**src/rtl/if_fetch_stage.sv**
```systemverilog
// Instruction-fetch front end: owns the PC, fetches over a req/gnt + rvalid
// handshake, and presents either a fetched word or a bubble to the IF/ID register.
module if_fetch_stage #(
   parameter logic [31:0] RESET_PC   = 32'h0000_0000,
   parameter logic [31:0] NOP_INST   = 32'h0000_0013,
   parameter logic [31:0] BUBBLE_PC4 = 32'hFFFF_FF00
) (
   input  logic        clk,
   input  logic        rst_n,
   input  logic        stall_i,
   input  logic        redirect_i,
   input  logic [31:0] redirect_pc_i,
   output logic        imem_req_o,
   output logic [31:0] imem_addr_o,
   input  logic        imem_gnt_i,
   input  logic        imem_rvalid_i,
   input  logic [31:0] imem_rdata_i,
   output logic [31:0] if_pc4_o,
   output logic [31:0] if_inst_o,
   output logic        if_valid_o
);

   typedef enum logic [1:0] {
      S_BOOT  = 2'd0,
      S_REQ   = 2'd1,
      S_WAIT  = 2'd2,
      S_VALID = 2'd3
   } state_t;

   state_t      state, state_next;
   logic [31:0] pc_q, pc_next;
   logic [31:0] inst_q, inst_next;
   logic        drop_q, drop_next;

   logic [31:0] pc_plus4;
   logic [31:0] target_pc;

   assign pc_plus4  = pc_q + 32'd4;
   assign target_pc = redirect_pc_i & ~32'd3;

   always_ff @(posedge clk or negedge rst_n) begin
      if (!rst_n) begin
         state  <= S_BOOT;
         pc_q   <= RESET_PC;
         inst_q <= NOP_INST;
         drop_q <= 1'b0;
      end else begin
         state  <= state_next;
         pc_q   <= pc_next;
         inst_q <= inst_next;
         drop_q <= drop_next;
      end
   end

   always_comb begin
      state_next  = state;
      pc_next     = pc_q;
      inst_next   = inst_q;
      drop_next   = drop_q;
      imem_req_o  = 1'b0;
      imem_addr_o = pc_q;
      if_valid_o  = 1'b0;
      if_pc4_o    = BUBBLE_PC4;
      if_inst_o   = NOP_INST;

      case (state)
         S_BOOT: begin
            state_next = S_REQ;
         end

         S_REQ: begin
            imem_req_o = !redirect_i;
            if (redirect_i) begin
               pc_next = target_pc;
            end else if (imem_gnt_i) begin
               state_next = S_WAIT;
            end
         end

         S_WAIT: begin
            // A redirect with the response still in flight arms drop_q so that
            // the stale word is swallowed when it eventually returns.
            if (redirect_i) begin
               pc_next = target_pc;
               if (imem_rvalid_i) begin
                  drop_next  = 1'b0;
                  state_next = S_REQ;
               end else begin
                  drop_next = 1'b1;
               end
            end else if (imem_rvalid_i) begin
               if (drop_q) begin
                  drop_next  = 1'b0;
                  state_next = S_REQ;
               end else begin
                  inst_next  = imem_rdata_i;
                  state_next = S_VALID;
               end
            end
         end

         S_VALID: begin
            if_valid_o = 1'b1;
            if_inst_o  = inst_q;
            if_pc4_o   = pc_plus4;
            if (redirect_i) begin
               pc_next    = target_pc;
               state_next = S_REQ;
            end else if (!stall_i) begin
               // Consumed: fetch the next sequential word in the same cycle.
               pc_next     = pc_plus4;
               imem_req_o  = 1'b1;
               imem_addr_o = pc_plus4;
               state_next  = imem_gnt_i ? S_WAIT : S_REQ;
            end
         end

         default: begin
            state_next = S_BOOT;
         end
      endcase
   end

endmodule

```
**config.mk**
```make
export PLATFORM = sky130hd
export DESIGN_NAME = if_fetch_stage
export DESIGN_NICKNAME = d
export VERILOG_FILES = /design/src/rtl/if_fetch_stage.sv
export SDC_FILE = /design/constraint.sdc
export NUM_CORES = 1
export LEC_CHECK = 0
export ABC_AREA = 1
export ABC_CLOCK_PERIOD_IN_PS = 6200
export CELL_PAD_IN_SITES_DETAIL_PLACEMENT = 1
export CELL_PAD_IN_SITES_GLOBAL_PLACEMENT = 2
export CORE_MARGIN = 5
export CORE_UTILIZATION = 26
export DETAILED_ROUTE_END_ITERATION = 12
export PLACE_DENSITY = 0.91
export SYNTH_ARGS = -nofsm -noshare
export SYNTH_HDL_FRONTEND = slang
export SYNTH_SLANG_ARGS = --single-unit
```
**constraint.sdc**
```tcl
create_clock -name clk -period 6.2 [get_ports clk]
set_clock_uncertainty 0.15 [all_clocks]
set_input_delay 1.24 -clock clk [delete_from_list [all_inputs] [get_ports clk]]
set_output_delay 1.24 -clock clk [all_outputs]
set_load 0.01 [all_outputs]
```
# Word-level counts from Yosys, hierarchy flattened
# Index checks and enable logic that the tools add are counted.
[word_totals]
rom_bits = 0
latchBits = 0
ram_bits = 0
reg_bits = 67
mem_count = 0
[op_classes]
order_cmp = 0
n_bitwise = 2
reduce_logical = 9
muxes = 25
n_mul = 0
n_addsub = 1
n_div = 0
eq_ne = 8
shifts = 0
[ops]
columns = ["cell", "n"]
rows = [
  ["32-bit two-way mux", 7],
  ["32-bit case mux with 2 select lines", 1],
  ["32-bit by 3-bit adder with 32-bit output (second input constant)", 1],
  ["2-bit two-way mux", 9],
  ["2-bit case mux with 4 select lines", 1],
  ["4-bit AND reduction", 2],
  ["1-bit two-way mux", 6],
  ["2-bit != test (second input constant)", 3],
  ["2-bit == test (second input constant)", 2],
  ["2-bit AND reduction", 2],
  ["2-bit nonzero test", 2],
  ["3-bit != test (second input constant)", 1],
  ["2-bit by 1-bit == test with 1-bit output (second input constant)", 1],
  ["2-bit logical NOT", 1],
  ["2-bit by 1-bit != test with 1-bit output (second input constant)", 1],
  ["1-bit NOT", 2],
  ["1-bit case mux with 2 select lines", 1],
  ["2-bit OR reduction", 1],
  ["1-bit logical NOT", 1],
]

# Logic depth before layout (Yosys ltp)
[depth]
word_depth = 4
mapped_depth = 12
mapped_depth_nobuf = 12

# Worst setup path after synthesis
# No wires, ideal clock.
[synth_path]
path_kind = "input to output"
start = "in redirect_i"
end = "out imem_addr_o[8]"
arrival_time_ns = 2.194
required_ns = 4.810
slack_ns = 2.616
n_path_buf = 1
path_stages = 7
cell_sequence = "buf_4 > nor2_2 > inv_1 > nor2_4 > inv_1 > o22ai_1 > o21bai_1"
[synth_via]
elab_chain_len = 2
[synth_rtl]
columns = ["item", "line_no", "text"]
rows = [
  ["start, declared", "11", "input logic redirect_i,"],
  ["32-bit two-way mux", "106", "if (redirect_i) begin"],
  ["32-bit two-way mux", "66", "case (state)"],
  ["end, declared", "14", "output logic [31:0] imem_addr_o,"],
]
# No other way between the ends.

# Final worst setup path
[layout_path]
start = "in redirect_i"
end = "out imem_addr_o[15]"
# Same word-level chain as after synthesis.

==> flow_metrics.env <==
export IMPL_core_area_um2=17200
export IMPL_grt_met3_usage=0.0571
export IMPL_grt_pass1_wl_um=26800
export IMPL_arrival_ns=3.88
export IMPL_h_tree_depth=3
export IMPL_synth_simple_gate_area_frac=0.274
export IMPL_slew_headroom=0.390
export IMPL_synthAdderAreaFrac=0.0137
export IMPL_slew_viol_final=0
export IMPL_required_ns=4.81
export IMPL_drtAntennaViolNets=0
export IMPL_start_util=0.265
export IMPL_grt_pass1_vias=4994
export IMPL_ys_warn_count=0
export IMPL_synth_area_um2=4560
export IMPL_vias=4635
export IMPL_std_cell_rows=48
export IMPL_top_usage_layer="met2"
export IMPL_die_area_um2=20300
export IMPL_avgSynthCellArea_um2=7.34
export IMPL_synth_compound_area_frac=0.127
export IMPL_hold_viol_final=0
export IMPL_worst_setup_path_type="in -> out"
export IMPL_r2r_setup_slack_ns=3.37
export IMPL_holdPathEnd="inst_q[16]"
export IMPL_wl_per_cell_um=16.8
export IMPL_tightest_slew_ns=0.916
export IMPL_async_flop_share=1.00
export IMPL_gr_total_overflow=0
export IMPL_antenna_cells=0
export IMPL_post_route_cells_drive_above_1_share=0.115
export IMPL_power_internal_mw=1.88
export IMPL_hpwlAfterDp_um=12600
export IMPL_clock_sinks=65
export IMPL_synth_area_leaders="dfrtp_1 34%, nand2_1 14%, mux2_2 7.9%"
export IMPL_ys_flop_type="dfrtp_1"
export IMPL_peakVddDrop_v=0.000167
export IMPL_p_sw_mw=1.39
export IMPL_mostFrequentLayoutCells="170 x nand2_1, 160 x clkdlybuf4s50_1, 93 x inv_1"
export IMPL_reg2regPathDepth=9
export IMPL_maxCapViolCount=0
export IMPL_fmax_mhz=190
export IMPL_grt_use_total=0.167
export IMPL_synth_top_cell_by_area="dfrtp_1"
export IMPL_synth_xor_xnor_area_share=0.0362
export IMPL_drc_errors=0
export IMPL_r2r_start="state[0]"
export IMPL_clkPwrFrac=0.185
export IMPL_placed_area_um2=6350
export IMPL_vias_per_cell=4.63
export IMPL_instances_no_fill=1002
export IMPL_use_met1=0.196
export IMPL_hold_path_class="reg -> reg"
export IMPL_synthMuxAreaShare=0.0790
export IMPL_cts_resized=0
export IMPL_critical_path_max_fanout=25
export IMPL_cts_tree="built"
export IMPL_stdcell_area_um2=6690
export IMPL_area_growth_pct=46.8
export IMPL_r2r_end="pc_q[9]"
export IMPL_first_iter_violations=149
export IMPL_synth_seq_area_share=0.358
export IMPL_antenna_found_initial=0
export IMPL_status="completed"
export IMPL_yosys_register_bits=65
export IMPL_crit_path_start_kind="primary input"
export IMPL_cts_setup_buffers=0
export IMPL_synth_edf_count=0
export IMPL_die_w_um=142
export IMPL_endpoint_kind="primary output"
export IMPL_postCtsHoldBufs=0
export IMPL_grt_util_met2=0.295
export IMPL_synthDistinctLibCells=40
export IMPL_powerDensity_nw_per_um2=488
export IMPL_io_buffers=161
export IMPL_synth_top_family_by_area="simple AND/OR/NAND/NOR gates"
export IMPL_drt_wl_total_um=16800
export IMPL_cts_root_buf="clkbuf_16"
export IMPL_die_h_um=142
export IMPL_power_leakage_nw=3.12
export IMPL_synth_top_area_share=0.340
export IMPL_fin_crit_ns=5.27
export IMPL_fin_setup_tns_ns=0
export IMPL_p_sw_frac=0.424
export IMPL_grt_max_degree=66
export IMPL_place_inst=986
export IMPL_io_pins=168
export IMPL_hold_depth=1
export IMPL_final_common_cell="nand2_1"
export IMPL_synthesis_instances=621
export IMPL_clk_path_buf_depth=2
export IMPL_place_congestion=0.800
export IMPL_rsz0062_at_grt="no"
export IMPL_nNetsFinal=847
export IMPL_first_pass_iters=4
export IMPL_cts_buffers=9
export IMPL_setup_violations_final=0
export IMPL_pwr_share_seq=0.264
export IMPL_hp_start="inst_q[16]"
export IMPL_clk_latency_ns=0.34
export IMPL_cts_clk_slew_worst_paths_ns=0.06
export IMPL_post_route_period_util=0.850
export IMPL_power_frac_comb=0.551
[cells by family (layout without fill, tap and decap cells)]
group,count (synthesis),count (layout)
flip-flops,65,65
XOR/XNOR,18,18
adder cells (fa/ha/maj),5,5
multiplexers,32,32
AND/OR/NAND/NOR,281,281
AO/OA/AOI/OAI,94,94
buffers and inverters,125,278
other,1,4
[critical path: stages]
cell and delay (ns):
clkdlybuf4s50_1 0.53, nor2_4 0.45, nand2_1 0.26, inv_2 0.47, nand2_1 0.17, o211ai_1 0.17, clkdlybuf4s50_1 0.58
[registers in the layout, indices dropped and copies added (netlist names)]
name    count
inst_q     32
pc_q       30
state       2
drop_q      1
[cells in the mapped netlist, types with 5 or more instances]
| cell | instances |
|---|---|
| inv_1 | 93 |
| nand2_1 | 170 |
| a221oi_1 | 9 |
| o21ai_0 | 26 |
| o211ai_1 | 8 |
| buf_4 | 9 |
| o22ai_1 | 7 |
| buf_2 | 8 |
| nand3_1 | 37 |
| o21ai_1 | 5 |
| nor2_4 | 6 |
| mux2_2 | 32 |
| or2_2 | 11 |
| ha_1 | 5 |
| clkbuf_1 | 13 |
| dfrtp_1 | 62 |
| nor2_1 | 36 |
| xor2_1 | 16 |
| a22oi_1 | 7 |
| a21oi_1 | 24 |
[per-stage QoR]
step                 util  setup slack (ns)  power, mW  hold slack, ns
floorplan               -              2.62       1.90           0.315
global placement    0.368             0.940       2.67           0.338
global route        0.388             0.761       3.56           0.374
finish              0.388             0.930       3.27           0.355
detailed placement  0.368             0.922       2.70           0.343
CTS                 0.388             0.900       3.33           0.358
[layout make-up]
| class | count | area, µm² |
|---|---|---|
| Clock buffer | 10 | 229 |
| Inverter | 95 | 357 |
| Sequential cell | 65 | 1630 |
| Clock inverter | 6 | 115 |
| Timing Repair Buffer | 167 | 1650 |
| Multi-Input combinational cell | 434 | 2430 |
| Tap cell | 225 | 282 |
| Fill cell | 2094 | 10500 |
[worst max-delay path by stage]
stage                     cells past startpoint       start  slack, ns              end
after global routing                          7  redirect_i       0.76  imem_addr_o[15]
final                                         7  redirect_i       0.93  imem_addr_o[15]
after global placement                        7  redirect_i       0.94   imem_addr_o[4]
after floorplan                               7  redirect_i       2.62   imem_addr_o[8]
after CTS                                     7  redirect_i       0.90  imem_addr_o[15]
after detailed placement                      7  redirect_i       0.92  imem_addr_o[15]
[routing by layer]
metal	up-vias	routed length [µm]	part of all wire
met1	2216	6950	0.41
met3	14	1360	0.081
met2	121	8290	0.49
li1	2284	-	-
met5	-	0	0
met4	0	189	0.011
[power groups by stage]
| stage | registers, mW | clock network, mW | logic (mW) |
|---|---|---|---|
| after global routing | 0.899 | 0.642 | 2.01 |
| final | 0.863 | 0.604 | 1.80 |
| after detailed placement | 0.871 | 0 | 1.83 |
| after floorplan | 0.805 | 0 | 1.10 |
| after CTS | 0.864 | 0.619 | 1.85 |
| after global placement | 0.859 | 0 | 1.81 |
Note: power is estimated with default switching activity, not from simulation.
